`config.mk`:
```
export PLATFORM = sky130hd
export DESIGN_NAME = lc3_fetch
export DESIGN_NICKNAME = d
export VERILOG_FILES = /design/src/rtl/lc3_fetch.sv
export SDC_FILE = /design/constraint.sdc
export NUM_CORES = 1
export LEC_CHECK = 0
export BUFFER_PORTS_ARGS = -buffer_cell sky130_fd_sc_hd__buf_2
export CAP_MARGIN = 20
export CORE_MARGIN = 2
export CORE_UTILIZATION = 30
export DETAILED_ROUTE_END_ITERATION = 8
export PLACE_DENSITY = 0.62
export SLEW_MARGIN = 10
export SYNTH_ARGS = -nofsm -noshare
export SYNTH_HDL_FRONTEND = slang
export SYNTH_SLANG_ARGS = --single-unit
```
`constraint.sdc`:
```
create_clock -name clk -period 1.79 [get_ports clk]
set_input_delay 0.179 -clock clk [delete_from_list [all_inputs] [get_ports clk]]
set_output_delay 0.179 -clock clk [all_outputs]
set_load 0.01 [all_outputs]
```
`src/rtl/lc3_fetch.sv`:
```
// LC-3 fetch stage: owns the PC and keeps one imem read in flight.
// Define LC3_FETCH_PERF_EN to enable the delivery/squash counters.
module lc3_fetch #(
  parameter logic [15:0] RESET_PC = 16'h3000
) (
  input  logic        clk,
  input  logic        rst,
  input  logic        enable_fetch,
  input  logic        stall,
  input  logic        br_taken,
  input  logic [15:0] taddr,
  input  logic        imem_valid,
  input  logic [15:0] Imem_dout,
  output logic        instrmem_rd,
  output logic [15:0] imem_addr,
  output logic [15:0] instr_out,
  output logic [15:0] npc_out,
  output logic        enable_decode,
  output logic [15:0] pc,
  output logic [15:0] perf_delivered,
  output logic [15:0] perf_squashed
);

  typedef enum logic [1:0] {
    S_ISSUE = 2'd0,
    S_WAIT  = 2'd1,
    S_HOLD  = 2'd2
  } state_t;

  state_t      state;
  state_t      state_nx;
  logic        squash;
  logic [15:0] hold;
  logic [15:0] pc_inc;

  logic redirect;
  logic deliver;
  logic use_hold;
  logic drop;
  logic load_hold;
  logic set_sq;
  logic clr_sq;

  assign imem_addr = pc;
  assign pc_inc    = pc + 16'd1;

  always_ff @(posedge clk) begin
    if (rst) state <= S_ISSUE;
    else     state <= state_nx;
  end

  always_comb begin
    state_nx = state;
    unique case (state)
      S_ISSUE: begin
        if (enable_fetch && !br_taken) state_nx = S_WAIT;
      end
      S_WAIT: begin
        if (br_taken) begin
          if (imem_valid) state_nx = S_ISSUE;
        end else if (imem_valid) begin
          if (squash || !stall) state_nx = S_ISSUE;
          else                  state_nx = S_HOLD;
        end
      end
      S_HOLD: begin
        if (br_taken || !stall) state_nx = S_ISSUE;
      end
      default: state_nx = S_ISSUE;
    endcase
  end

  always_comb begin
    instrmem_rd = 1'b0;
    redirect    = 1'b0;
    deliver     = 1'b0;
    use_hold    = 1'b0;
    drop        = 1'b0;
    load_hold   = 1'b0;
    set_sq      = 1'b0;
    clr_sq      = 1'b0;
    unique case (state)
      S_ISSUE: begin
        instrmem_rd = enable_fetch & ~br_taken;
        redirect    = br_taken;
      end
      S_WAIT: begin
        if (br_taken) begin
          redirect = 1'b1;
          // a response in the same cycle is already stale
          if (imem_valid) begin
            drop   = 1'b1;
            clr_sq = 1'b1;
          end else begin
            set_sq = 1'b1;
          end
        end else if (imem_valid) begin
          if (squash) begin
            drop   = 1'b1;
            clr_sq = 1'b1;
          end else if (!stall) begin
            deliver = 1'b1;
          end else begin
            load_hold = 1'b1;
          end
        end
      end
      S_HOLD: begin
        if (br_taken) begin
          redirect = 1'b1;
          drop     = 1'b1;
        end else if (!stall) begin
          deliver  = 1'b1;
          use_hold = 1'b1;
        end
      end
      default: ;
    endcase
  end

  always_ff @(posedge clk) begin
    if (rst) begin
      pc            <= RESET_PC;
      instr_out     <= 16'h0000;
      npc_out       <= 16'h0000;
      enable_decode <= 1'b0;
      squash        <= 1'b0;
      hold          <= 16'h0000;
    end else begin
      enable_decode <= deliver;
      if (redirect) begin
        pc <= taddr;
      end else if (deliver) begin
        pc        <= pc_inc;
        npc_out   <= pc_inc;
        instr_out <= use_hold ? hold : Imem_dout;
      end
      if (clr_sq)      squash <= 1'b0;
      else if (set_sq) squash <= 1'b1;
      if (load_hold)   hold <= Imem_dout;
      else if (drop)   hold <= 16'h0000;
    end
  end

`ifdef LC3_FETCH_PERF_EN
  always_ff @(posedge clk) begin
    if (rst) begin
      perf_delivered <= 16'h0000;
      perf_squashed  <= 16'h0000;
    end else begin
      if (deliver) perf_delivered <= perf_delivered + 16'd1;
      if (drop)    perf_squashed  <= perf_squashed + 16'd1;
    end
  end
`else
  assign perf_delivered = 16'h0000;
  assign perf_squashed  = 16'h0000;
`endif

endmodule
```
==> results of run 1 <==
worst paths after layout:
kind                           start                         end  slack [ps]  depth (start not counted)
min                        taddr[13]  imem_addr[13]$_SDFFE_PP1P_         100                          3
max            state[1]$_SDFFE_PP0P_   imem_addr[7]$_SDFFE_PP0P_          50                          8
min reg2reg  npc_out[5]$_SDFFE_PP0P_     npc_out[5]$_SDFFE_PP0P_         460                          2
max reg2reg    state[1]$_SDFFE_PP0P_   imem_addr[7]$_SDFFE_PP0P_          50                          8
metal layers:
metal / share of wire / vias up / GRT usage
li1: - / 1508 / -
met1: 0.42 / 1401 / 0.164
met2: 0.51 / 94 / 0.248
met3: 0.064 / 10 / 0.0481
met4: 0.011 / 0 / 0.0395
met5: 0 / - / 0
kinds of logic after synthesis:
group | synth area share
adders and majority gates | 0.0181
AOI/OAI and AO/OA | 0.193
buffers and inverters | 0.150
and+or+nand+nor | 0.162
xor gates and xnor gates | 0.0330
other | 0.00109
DFF | 0.394
muxes | 0.0493
area by class of cell:
| class | count | area (um2) |
|---|---|---|
| multi-input combinational | 276 | 1740 |
| inverter | 8 | 30.0 |
| timing repair buffer | 131 | 805 |
| sequential | 68 | 1370 |
| fill | 1161 | 6880 |
| clock buffer | 13 | 280 |
| tap | 143 | 179 |
| clock inverter | 3 | 42.5 |
flip-flops by register name, indices dropped and copies added (netlist names):
register       cells
enable_decode      1
state              2
squash             1
instr_out         16
hold              16
npc_out           16
imem_addr         16
metrics by stage:
| step | total power (uW) | setup slack (ps) | hold slack, ps | area (um2) | instances |
|---|---|---|---|---|---|
| 6_report | 3820 | 45.2 | 95.4 | 4440 | 642 |
| 5_1_grt | 3980 | -47.5 | 107 | 4440 | 642 |
| 4_1_cts | 3880 | 3.54 | 90.0 | 4420 | 642 |
| 3_5_place_dp | 1980 | -40.7 | 442 | 4090 | 626 |
| 3_3_place_gp | 1970 | 41.6 | 439 | 4090 | 626 |
| 2_1_floorplan | 1880 | 9.15 | 279 | 3590 | 426 |
synthesized netlist by cell type (all sizes together) (2+ instances only):
library cell / n / area [um2]
dfxtp: 68 / 1360
nor2: 62 / 235
buf: 61 / 434
a211oi: 28 / 220
a21oi: 21 / 109
a22oi: 20 / 150
mux2i: 17 / 170
nand2: 15 / 56.3
clkbuf: 13 / 52.6
o21ai: 13 / 65.1
inv: 8 / 30.0
xnor2: 7 / 61.3
nand3: 6 / 35.0
xor2: 6 / 52.6
and2: 5 / 32.5
ha: 5 / 62.6
a32oi: 4 / 35.0
nor3: 4 / 20.0
nor4: 4 / 40.0
a31oi: 3 / 18.8
nand4: 3 / 33.8
a221oi: 2 / 17.5
nand2b: 2 / 12.5
nand3b: 2 / 15.0
nor3b: 2 / 15.0
critical path, cell delays in order, from the launching register on:
cell,delay [ps]
dfxtp_1,340
inv_1,80
ha_4,160
and3b_1,190
o211a_4,280
buf_12,170
and2_2,170
o21ai_0,150
a21oi_1,90
power groups by stage:
stage | logic (uW) | clock network, uW | registers, uW
floorplan | 256 | 0 | 1630
global placement | 367 | 0 | 1610
detailed placement | 370 | 0 | 1610
CTS | 372 | 1930 | 1580
global route | 409 | 1990 | 1580
finish | 370 | 1870 | 1580
cell usage in the layout, fill, tap and decap left out, types with 3 or more instances in the layout:
| master | instances |
|---|---|
| a211oi_1 | 26 |
| a21oi_1 | 20 |
| a22oi_1 | 20 |
| a31oi_1 | 3 |
| a32oi_1 | 4 |
| and2_1 | 3 |
| buf_12 | 6 |
| buf_2 | 103 |
| buf_4 | 21 |
| clkbuf_16 | 9 |
| clkbuf_8 | 4 |
| conb_1 | 32 |
| dfxtp_1 | 65 |
| dfxtp_2 | 3 |
| ha_1 | 3 |
| inv_1 | 8 |
| mux2i_1 | 17 |
| nand2_1 | 15 |
| nand3_1 | 4 |
| nor2_1 | 61 |
| nor3_1 | 3 |
| o21ai_0 | 13 |
| xnor2_1 | 7 |
| xor2_1 | 6 |
repair_timing:
action / 4_1_cts / 5_1_grt
gates resized for setup: 1 / 4
setup endpoints to repair: 8 / 39
pin swaps: 0 / 1
gates cloned: 0 / 0
==> key figures, run 1 <==
Run status
  – Status: finished, final reports clean

Clock network
  – Clk buf depth: 2
  – Sink Count: between 60 and 70
  – H-tree Lvls: 3
  – Total setup buffers inserted after CTS: 0
  – Clock slew at reported path FFs: 60 ps
  – Hold Buf Count CTS: 0
  – CTS tree: yes
  – Clock Root Buffer: clkbuf_16
  – Cts bufs inserted: 9
  – Clk_lat worst skew: 330 ps

Power
  – Clock share of power: 0.490
  – Internal Power: between 2000 and 3000 uW
  – NetSw: a little under 900 uW
  – Part of the power in registers: 0.413
  – Peak VDD IR: 0.000599 V
  – Combinational Power Share: 0.097
  – Power density over the cells: between 800 and 900 mW/mm2
  – Sw frac: 0.233
  – Pleak: 0.00189 uW

Detailed routing
  – Residual DRC: 0
  – Detailed-route via count: about 3000
  – Final WL: roughly 8700 um
  – Routed len/inst: around 14 um
  – Router iterations before antenna repair: 4
  – Routed vias/inst: roughly 4.7
  – 1st-iter DRT viols: 90
  – Antenna-violating nets left: 0

Cells and area
  – Diodes inserted: 0
  – Share of cells above drive strength 1: 0.333
  – Layout Nets: about 540
  – Layout area overhead: 28.6%
  – Core Util, Final: 0.392

Timing
  – Clock Skews: 8.02 ps
  – Setup Viol. Count Final: 0
  – Post-route minimum period: 1740 ps
  – Fin. Hold Viols: 0
  – Fin. max-slew vios: 0
  – Fmax achieved: 0.573 GHz
  – Slew @ Worst Pin: 630 ps
  – Setup TNS: 0 ps
  – Rel. slew slack: 0.580
  – Final cycle utilization of the critical path: 0.975
  – Unrepaired setup endpoints after global routing: yes

Floorplanning
  – Die width: roughly 110 um
  – IO Pins: about 140
  – Initial Util: 0.305
  – Die height: about 110 um
  – Core Footprint: ~0.011 mm2
  – Die area: ~0.012 mm2
  – Row cnt: 39

Worst setup path
  – CP Data Arrival Time: 1960 ps
  – Setup CP Type: reg2reg
  – Crit end category: flop
  – Worst path required time: around 2000 ps
  – Critical path launch point type: flop
  – CP max FO: 27

GRT
  – Initial antenna violation count: 0
  – First-pass GRT wire length: about 14000 um
  – Overflow after GRT: 0
  – Vias in the first global route: 2849
  – Tot GR Track Use: 0.141
  – Largest net degree at the start of global routing: 36

Flow run
  – Max-cap viol count: 0

Yosys
  – Syn_area_per_cell: 8.74 um2
  – Synth cell types: 50
  – Cell area after synthesis: about 0.0035 mm2
  – FFs w/ async S/R, synth: 0
  – Count of warnings emitted by yosys: 0
  – Synth Flop Type: dfxtp_1
  – FF+latch count, synth: 68
  – Synth Instances: just under 400
  – Number of enable flip-flop cells after synthesis: 0
  – Seq/Total Area, Yosys: 0.394

Placement
  – GP Congestion: approximately 0.78
  – IO buf count: 103
  – Detailed placement HPWL: about 6400 um

Hold path
  – Hold Crit Class: in2reg
Note: power is estimated with default switching activity, not from simulation.
==> run 2: changes to the inputs <==
--- a/config.mk
+++ b/config.mk
@@ -11,6 +11,7 @@
 export CORE_UTILIZATION = 30
 export DETAILED_ROUTE_END_ITERATION = 8
 export PLACE_DENSITY = 0.62
+export RECOVER_POWER = 25
 export SLEW_MARGIN = 10
 export SYNTH_ARGS = -nofsm -noshare
 export SYNTH_HDL_FRONTEND = slang
==> key figures, run 2 (synthesized netlist as in run 1, its figures left out) <==
Run status
  – Status: finished, final reports clean (unchanged)

Timing
  – Fin. max-slew vios: 0 (unchanged)
  – Worst hold margin: 98.1 ps (was 95.4 ps)
  – Fmax achieved: 0.573 GHz (about the same)
  – Clock Skews: 7.84 ps (was 8.02 ps)
  – Rel. slew slack: 0.582 (was 0.580)
  – Setup Viol. Count Final: 0 (unchanged)
  – Post-route minimum period: 1750 ps (was 1740 ps)
  – Fin. Hold Viols: 0 (unchanged)
  – Unrepaired setup endpoints after global routing: yes (unchanged)
  – Slew @ Worst Pin: 627 ps (was 630 ps)
  – Final cycle utilization of the critical path: 0.976 (was 0.975)

Worst setup path
  – Worst r2r src: state[1]$_SDFFE_PP0P_ (unchanged)
  – Reg-to-reg critical path endpoint: imem_addr[7]$_SDFFE_PP0P_ (unchanged)
  – Reg2reg setup slack: 40 ps (was 50 ps)
  – Crit end category: flop (unchanged)
  – CP max stage cell: dfxtp_1 (unchanged)
  – CP max FO: 27 (unchanged)
  – Setup CP Type: reg2reg (unchanged)
  – CP cell instances: inv_1 > ha_4 > and3b_1 > o211a_4 > buf_12 > and2_2 > o21ai_0 > a21oi_1 (unchanged)
  – Worst path required time: 2000 ps (about the same)
  – R2R cell count: 8 (unchanged)
  – CP Data Arrival Time: 1960 ps (about the same)
  – Max incr delay on CP: 340 ps (about the same)
  – Critical path launch point type: flop (unchanged)

Floorplanning
  – Row cnt: 39 (unchanged)
  – Die width: 111 um (unchanged)
  – Die area: 0.0124 mm2 (unchanged)
  – Initial Util: 0.305 (unchanged)
  – Core Footprint: 0.0113 mm2 (unchanged)
  – IO Pins: 136 (unchanged)
  – Die height: 111 um (unchanged)

Clock network
  – Total setup buffers inserted after CTS: 0 (unchanged)
  – H-tree Lvls: 3 (unchanged)
  – Sink Count: 68 (unchanged)
  – Clock Root Buffer: clkbuf_16 (unchanged)
  – Hold Buf Count CTS: 0 (unchanged)
  – CTS tree: yes (unchanged)
  – Clk_lat worst skew: 330 ps (about the same)
  – Clk buf depth: 2 (unchanged)
  – Cts bufs inserted: 9 (unchanged)
  – Clock slew at reported path FFs: 60 ps (about the same)

Cells and area
  – Diodes inserted: 0 (unchanged)
  – Share of cells above drive strength 1: 0.271 (was 0.333)
  – Multi-input logic area: 0.00174 mm2 (unchanged)
  – Most common cell after layout, fill and taps aside: buf_2 (unchanged)
  – Layout area overhead: 27.5% (was 28.6%)
  – # fillers: 1183 (was 1161)
  – Layout Nets: 537 (unchanged)
  – Core Util, Final: 0.389 (was 0.392)
  – Most frequent cells in the layout: buf_2, dfxtp_1, nor2_1, conb_1, clkbuf_1 (was buf_2, dfxtp_1, nor2_1, conb_1, a211oi_1)
  – Cell area after layout: 0.00440 mm2 (was 0.00444 mm2)
  – Layout Cells excl Fill: 642 (unchanged)
  – FF/Latch Area: 0.00137 mm2 (unchanged)

GRT
  – Tot GR Track Use: 0.141 (unchanged)
  – Largest net degree at the start of global routing: 36 (unchanged)
  – First-pass GRT wire length: 14100 um (unchanged)
  – Vias in the first global route: 2849 (unchanged)
  – Overflow after GRT: 0 (unchanged)
  – Initial antenna violation count: 0 (unchanged)

Detailed routing
  – Antenna-violating nets left: 0 (unchanged)
  – 1st-iter DRT viols: 118 (was 90)
  – Routed vias/inst: 4.70 (was 4.69)
  – Residual DRC: 0 (unchanged)
  – Router iterations before antenna repair: 4 (unchanged)
  – Final WL: 8670 um (about the same)
  – Detailed-route via count: 3015 (was 3013)
  – Routed len/inst: 13.5 um (about the same)

Placement
  – Cells after DPL: 626 (unchanged)
  – IO buf count: 103 (unchanged)
  – DP Area: 0.00409 mm2 (unchanged)
  – GP Congestion: 0.783 (unchanged)
  – Detailed placement HPWL: 6380 um (unchanged)

Power
  – Power density over the cells: 866 mW/mm2 (was 860 mW/mm2)
  – Final Power: 3810 uW (was 3820 uW)
  – Peak VDD IR: 0.000597 V (was 0.000599 V)
  – Pleak: 0.00175 uW (was 0.00189 uW)

Hold path
  – Hold Crit Class: in2reg (unchanged)
  – Hold Crit Endpoint: imem_addr[13]$_SDFFE_PP1P_ (unchanged)
  – Hold Path Cell Cnt: 3 (unchanged)
  – Min-delay src: taddr[13] (unchanged)

Flow run
  – Max-cap viol count: 0 (unchanged)
[run 2: cell types whose count changed in the layout (fill, tap and decap cells not counted), sizes merged]
cell	change
buf	-31
clkbuf	+31
[run 2: through the flow]
step / setup TNS (ps) / setup WS (ps)
after global placement: 0 / 41.6
after detailed placement: -62.4 / -40.7
after CTS: 0 / 3.54
final: 0 / 43.5
after global routing: -97.3 / -47.5
after floorplan: 0 / 9.15
[run 2: worst max path at each step]
stage / cells after the start / startpoint / to
final: 8 / state[1]$_SDFFE_PP0P_ / imem_addr[7]$_SDFFE_PP0P_
after floorplan: 8 / state[1]$_SDFFE_PP0P_ / imem_addr[0]$_SDFFE_PP0P_
after global placement: 7 / state[0]$_SDFFE_PP0P_ / imem_addr[13]$_SDFFE_PP1P_
after detailed placement: 7 / state[0]$_SDFFE_PP0P_ / imem_addr[13]$_SDFFE_PP1P_
after CTS: 6 / state[0]$_SDFFE_PP0P_ / imem_addr[8]$_SDFFE_PP0P_
after global routing: 7 / state[0]$_SDFFE_PP0P_ / imem_addr[13]$_SDFFE_PP1P_
[run 2: timing repair]
item / 4_1_cts / 5_1_grt
resized for setup: 1 / 4
hold endpoints to repair: 0 / 0
setup endpoints to repair: 8 / 39
pin swaps: 0 / 1
gates cloned: 0 / 0
[run 2: cell type report]
class                           instances  area share
Timing Repair Buffer                  131       0.174
Inverter                                8     0.00682
Clock inverter                          3     0.00966
Clock buffer                           13      0.0637
Multi-Input combinational cell        276       0.395
Sequential cell                        68       0.310
Tap cell                              143      0.0406
[run 2: critical path, delay by kind of cell (launching register included)]
kind,cells,cell delay [ps]
AO/OA/AOI/OAI,3,520
adder cells (fa/ha/maj),1,160
flip-flops,1,340
buffers and inverters,2,250
AND/OR/NAND/NOR,2,360
[run 2: where the power goes]
group	leakage [uW]	switching [uW]	internal [uW]
Clock	0.000158	640	1230
Sequential	0.000552	32.1	1550
Combinational	0.00104	216	154
Total	0.00175	888	2930
[run 2: per-layer routing]
metal	up-vias	part of all wire	routed length, um	global-route usage
li1	1511	-	-	-
met1	1404	0.42	3630	0.164
met2	91	0.51	4390	0.248
met3	9	0.065	567	0.0481
met4	0	0.010	87	0.0395
met5	-	0	0	0
==> run 3: changes to the inputs <==
--- a/config.mk
+++ b/config.mk
@@ -9,6 +9,7 @@
 export CAP_MARGIN = 20
 export CORE_MARGIN = 2
 export CORE_UTILIZATION = 30
+export CTS_BUF_LIST = sky130_fd_sc_hd__clkbuf_2 sky130_fd_sc_hd__clkbuf_4 sky130_fd_sc_hd__clkbuf_8
 export DETAILED_ROUTE_END_ITERATION = 8
 export PLACE_DENSITY = 0.62
 export RECOVER_POWER = 25
==> key figures, run 3 (synthesized netlist as in run 1, its figures left out) <==
Timing
  – Rel. slew slack: 0.577 (was 0.582)
  – Fin. max-slew vios: 0 (unchanged)
  – Unrepaired setup endpoints after global routing: yes (unchanged)
  – Setup TNS: 0 ps (unchanged)
  – Final worst slack: 38.1 ps (was 43.5 ps)
  – Post-route minimum period: 1750 ps (about the same)
  – Clock Skews: 9.12 ps (was 7.84 ps)
  – Final cycle utilization of the critical path: 0.979 (was 0.976)
  – Setup Viol. Count Final: 0 (unchanged)
  – Fmax achieved: 0.571 GHz (was 0.573 GHz)
  – Fin. Hold Viols: 0 (unchanged)
  – Slew @ Worst Pin: 635 ps (was 627 ps)

Cells and area
  – # fillers: 1193 (was 1183)
  – Cell area after layout: 0.00430 mm2 (was 0.00440 mm2)
  – Layout Cells excl Fill: 642 (unchanged)
  – Diodes inserted: 0 (unchanged)
  – Layout Nets: 537 (unchanged)
  – Most common cell after layout, fill and taps aside: buf_2 (unchanged)
  – FF/Latch Area: 0.00137 mm2 (about the same)
  – Layout area overhead: 24.6% (was 27.5%)
  – Most frequent cells in the layout: buf_2, dfxtp_1, nor2_1, conb_1, clkbuf_1 (unchanged)
  – Multi-input logic area: 0.00174 mm2 (unchanged)
  – Share of cells above drive strength 1: 0.273 (was 0.271)

GRT
  – First-pass GRT wire length: 14100 um (about the same)
  – GR Util met2: 0.248 (about the same)
  – Met3 Use GR: 0.0448 (was 0.0481)
  – Met1 Usage GRT: 0.163 (was 0.164)
  – Initial antenna violation count: 0 (unchanged)
  – Largest net degree at the start of global routing: 36 (unchanged)
  – Vias in the first global route: 2845 (was 2849)
  – Layer with the highest usage: met2 (unchanged)
  – Overflow after GRT: 0 (unchanged)
  – Tot GR Track Use: 0.142 (was 0.141)

Detailed routing
  – Detailed-route via count: 3019 (was 3015)
  – Routed len/inst: 13.5 um (about the same)
  – Routed vias/inst: 4.70 (about the same)
  – Residual DRC: 0 (unchanged)
  – Router iterations before antenna repair: 4 (unchanged)
  – Final WL: 8680 um (was 8670 um)
  – Antenna-violating nets left: 0 (unchanged)
  – 1st-iter DRT viols: 112 (was 118)

Hold path
  – Min-delay src: taddr[13] (unchanged)
  – Hold Path Cell Cnt: 3 (unchanged)
  – Hold Crit Class: in2reg (unchanged)
  – Hold Crit Endpoint: imem_addr[13]$_SDFFE_PP1P_ (unchanged)

Worst setup path
  – R2R cell count: 8 (unchanged)
  – Critical path launch point type: flop (unchanged)
  – CP startpoint: state[1]$_SDFFE_PP0P_ (unchanged)
  – CP max FO: 27 (unchanged)
  – Reg2reg setup slack: 40 ps (about the same)
  – Worst r2r src: state[1]$_SDFFE_PP0P_ (unchanged)
  – CP Data Arrival Time: 1990 ps (was 1960 ps)
  – Setup CP Type: reg2reg (unchanged)
  – Crit end category: flop (unchanged)
  – Reg-to-reg critical path endpoint: imem_addr[7]$_SDFFE_PP0P_ (unchanged)
  – Worst path required time: 2020 ps (was 2000 ps)

Power
  – Pleak: 0.00171 uW (was 0.00175 uW)
  – Peak VDD IR: 0.000465 V (was 0.000597 V)
  – Power density over the cells: 771 mW/mm2 (was 866 mW/mm2)

Clock network
  – Clk buf depth: 2 (unchanged)
  – Hold Buf Count CTS: 0 (unchanged)
  – Sink Count: 68 (unchanged)
  – Clk_lat worst skew: 350 ps (was 330 ps)
  – Clock slew at reported path FFs: 70 ps (was 60 ps)
  – Cts bufs inserted: 9 (unchanged)
  – Total setup buffers inserted after CTS: 0 (unchanged)
  – CTS tree: yes (unchanged)
  – Clock Root Buffer: clkbuf_8 (was clkbuf_16)
  – H-tree Lvls: 3 (unchanged)

Placement
  – Cells after DPL: 626 (unchanged)
  – GP Congestion: 0.783 (unchanged)
  – Place WS: -40.7 ps (unchanged)
  – IO buf count: 103 (unchanged)
  – Detailed placement HPWL: 6380 um (unchanged)
  – DP Area: 0.00409 mm2 (unchanged)

Floorplanning
  – Initial Util: 0.305 (unchanged)
  – Core Footprint: 0.0113 mm2 (unchanged)
  – Die height: 111 um (unchanged)
  – Die width: 111 um (unchanged)
  – Die area: 0.0124 mm2 (unchanged)
  – IO Pins: 136 (unchanged)
  – Row cnt: 39 (unchanged)

Flow run
  – Max-cap viol count: 0 (unchanged)

Run status
  – Status: finished, final reports clean (unchanged)
-- run 3: cell count changes in the layout (fill, tap and decap cells not counted), sizes merged --
| cell | before | now |
|---|---|---|
| buf | 100 | 101 |
| clkbuf | 44 | 43 |
-- run 3: how the worst max path moves through the flow --
stage          slack [ps]  cells past startpoint                         end
2_1_floorplan           9                      8   imem_addr[0]$_SDFFE_PP0P_
3_3_place_gp           40                      7  imem_addr[13]$_SDFFE_PP1P_
3_5_place_dp          -40                      7  imem_addr[13]$_SDFFE_PP1P_
4_1_cts                40                      8   imem_addr[0]$_SDFFE_PP0P_
5_1_grt               -50                      7  imem_addr[13]$_SDFFE_PP1P_
6_report               40                      8   imem_addr[7]$_SDFFE_PP0P_
-- run 3: repair_timing --
item | in CTS | in global routing
cloned | 0 | 0
pin swaps | 0 | 1
setup endpoints to repair | 10 | 12
resized for setup | 2 | 4
-- run 3: per-stage QoR --
stage / utilization / hold slack [ps] / total power [uW]
after CTS: 0.382 / 61.2 / 3380
after floorplan: - / 279 / 1880
after global routing: 0.380 / 71.4 / 3480
final: 0.380 / 76.7 / 3320
after global placement: 0.362 / 439 / 1970
after detailed placement: 0.362 / 442 / 1980
-- run 3: final cells by class --
class,count,share of cell area
Sequential cell,68,0.318
Tap cell,143,0.0416
Timing Repair Buffer,131,0.178
Clock inverter,3,0.00988
Clock buffer,13,0.0416
Inverter,8,0.00698
Multi-Input combinational cell,276,0.404
-- run 3: routing by layer --
layer  vias to the layer above  wire length (um)
li1                       1510                 -
met1                      1411              3580
met2                        88              4420
met3                        10               559
met4                         0               123
met5                         -                 0
-- run 3: report_power, final --
part	switching (uW)	leakage, uW	internal [uW]
clock network	581	0.000112	793
logic	216	0.00105	154
registers	32.1	0.000553	1540
total	829	0.00171	2490
-- run 3: critical path: stages (launching register included) --
cell and delay (ps):
dfxtp_1 340, inv_1 80, ha_4 160, and3b_1 190
o211a_4 280, buf_12 170, and2_2 170, o21ai_0 150
a21oi_1 90
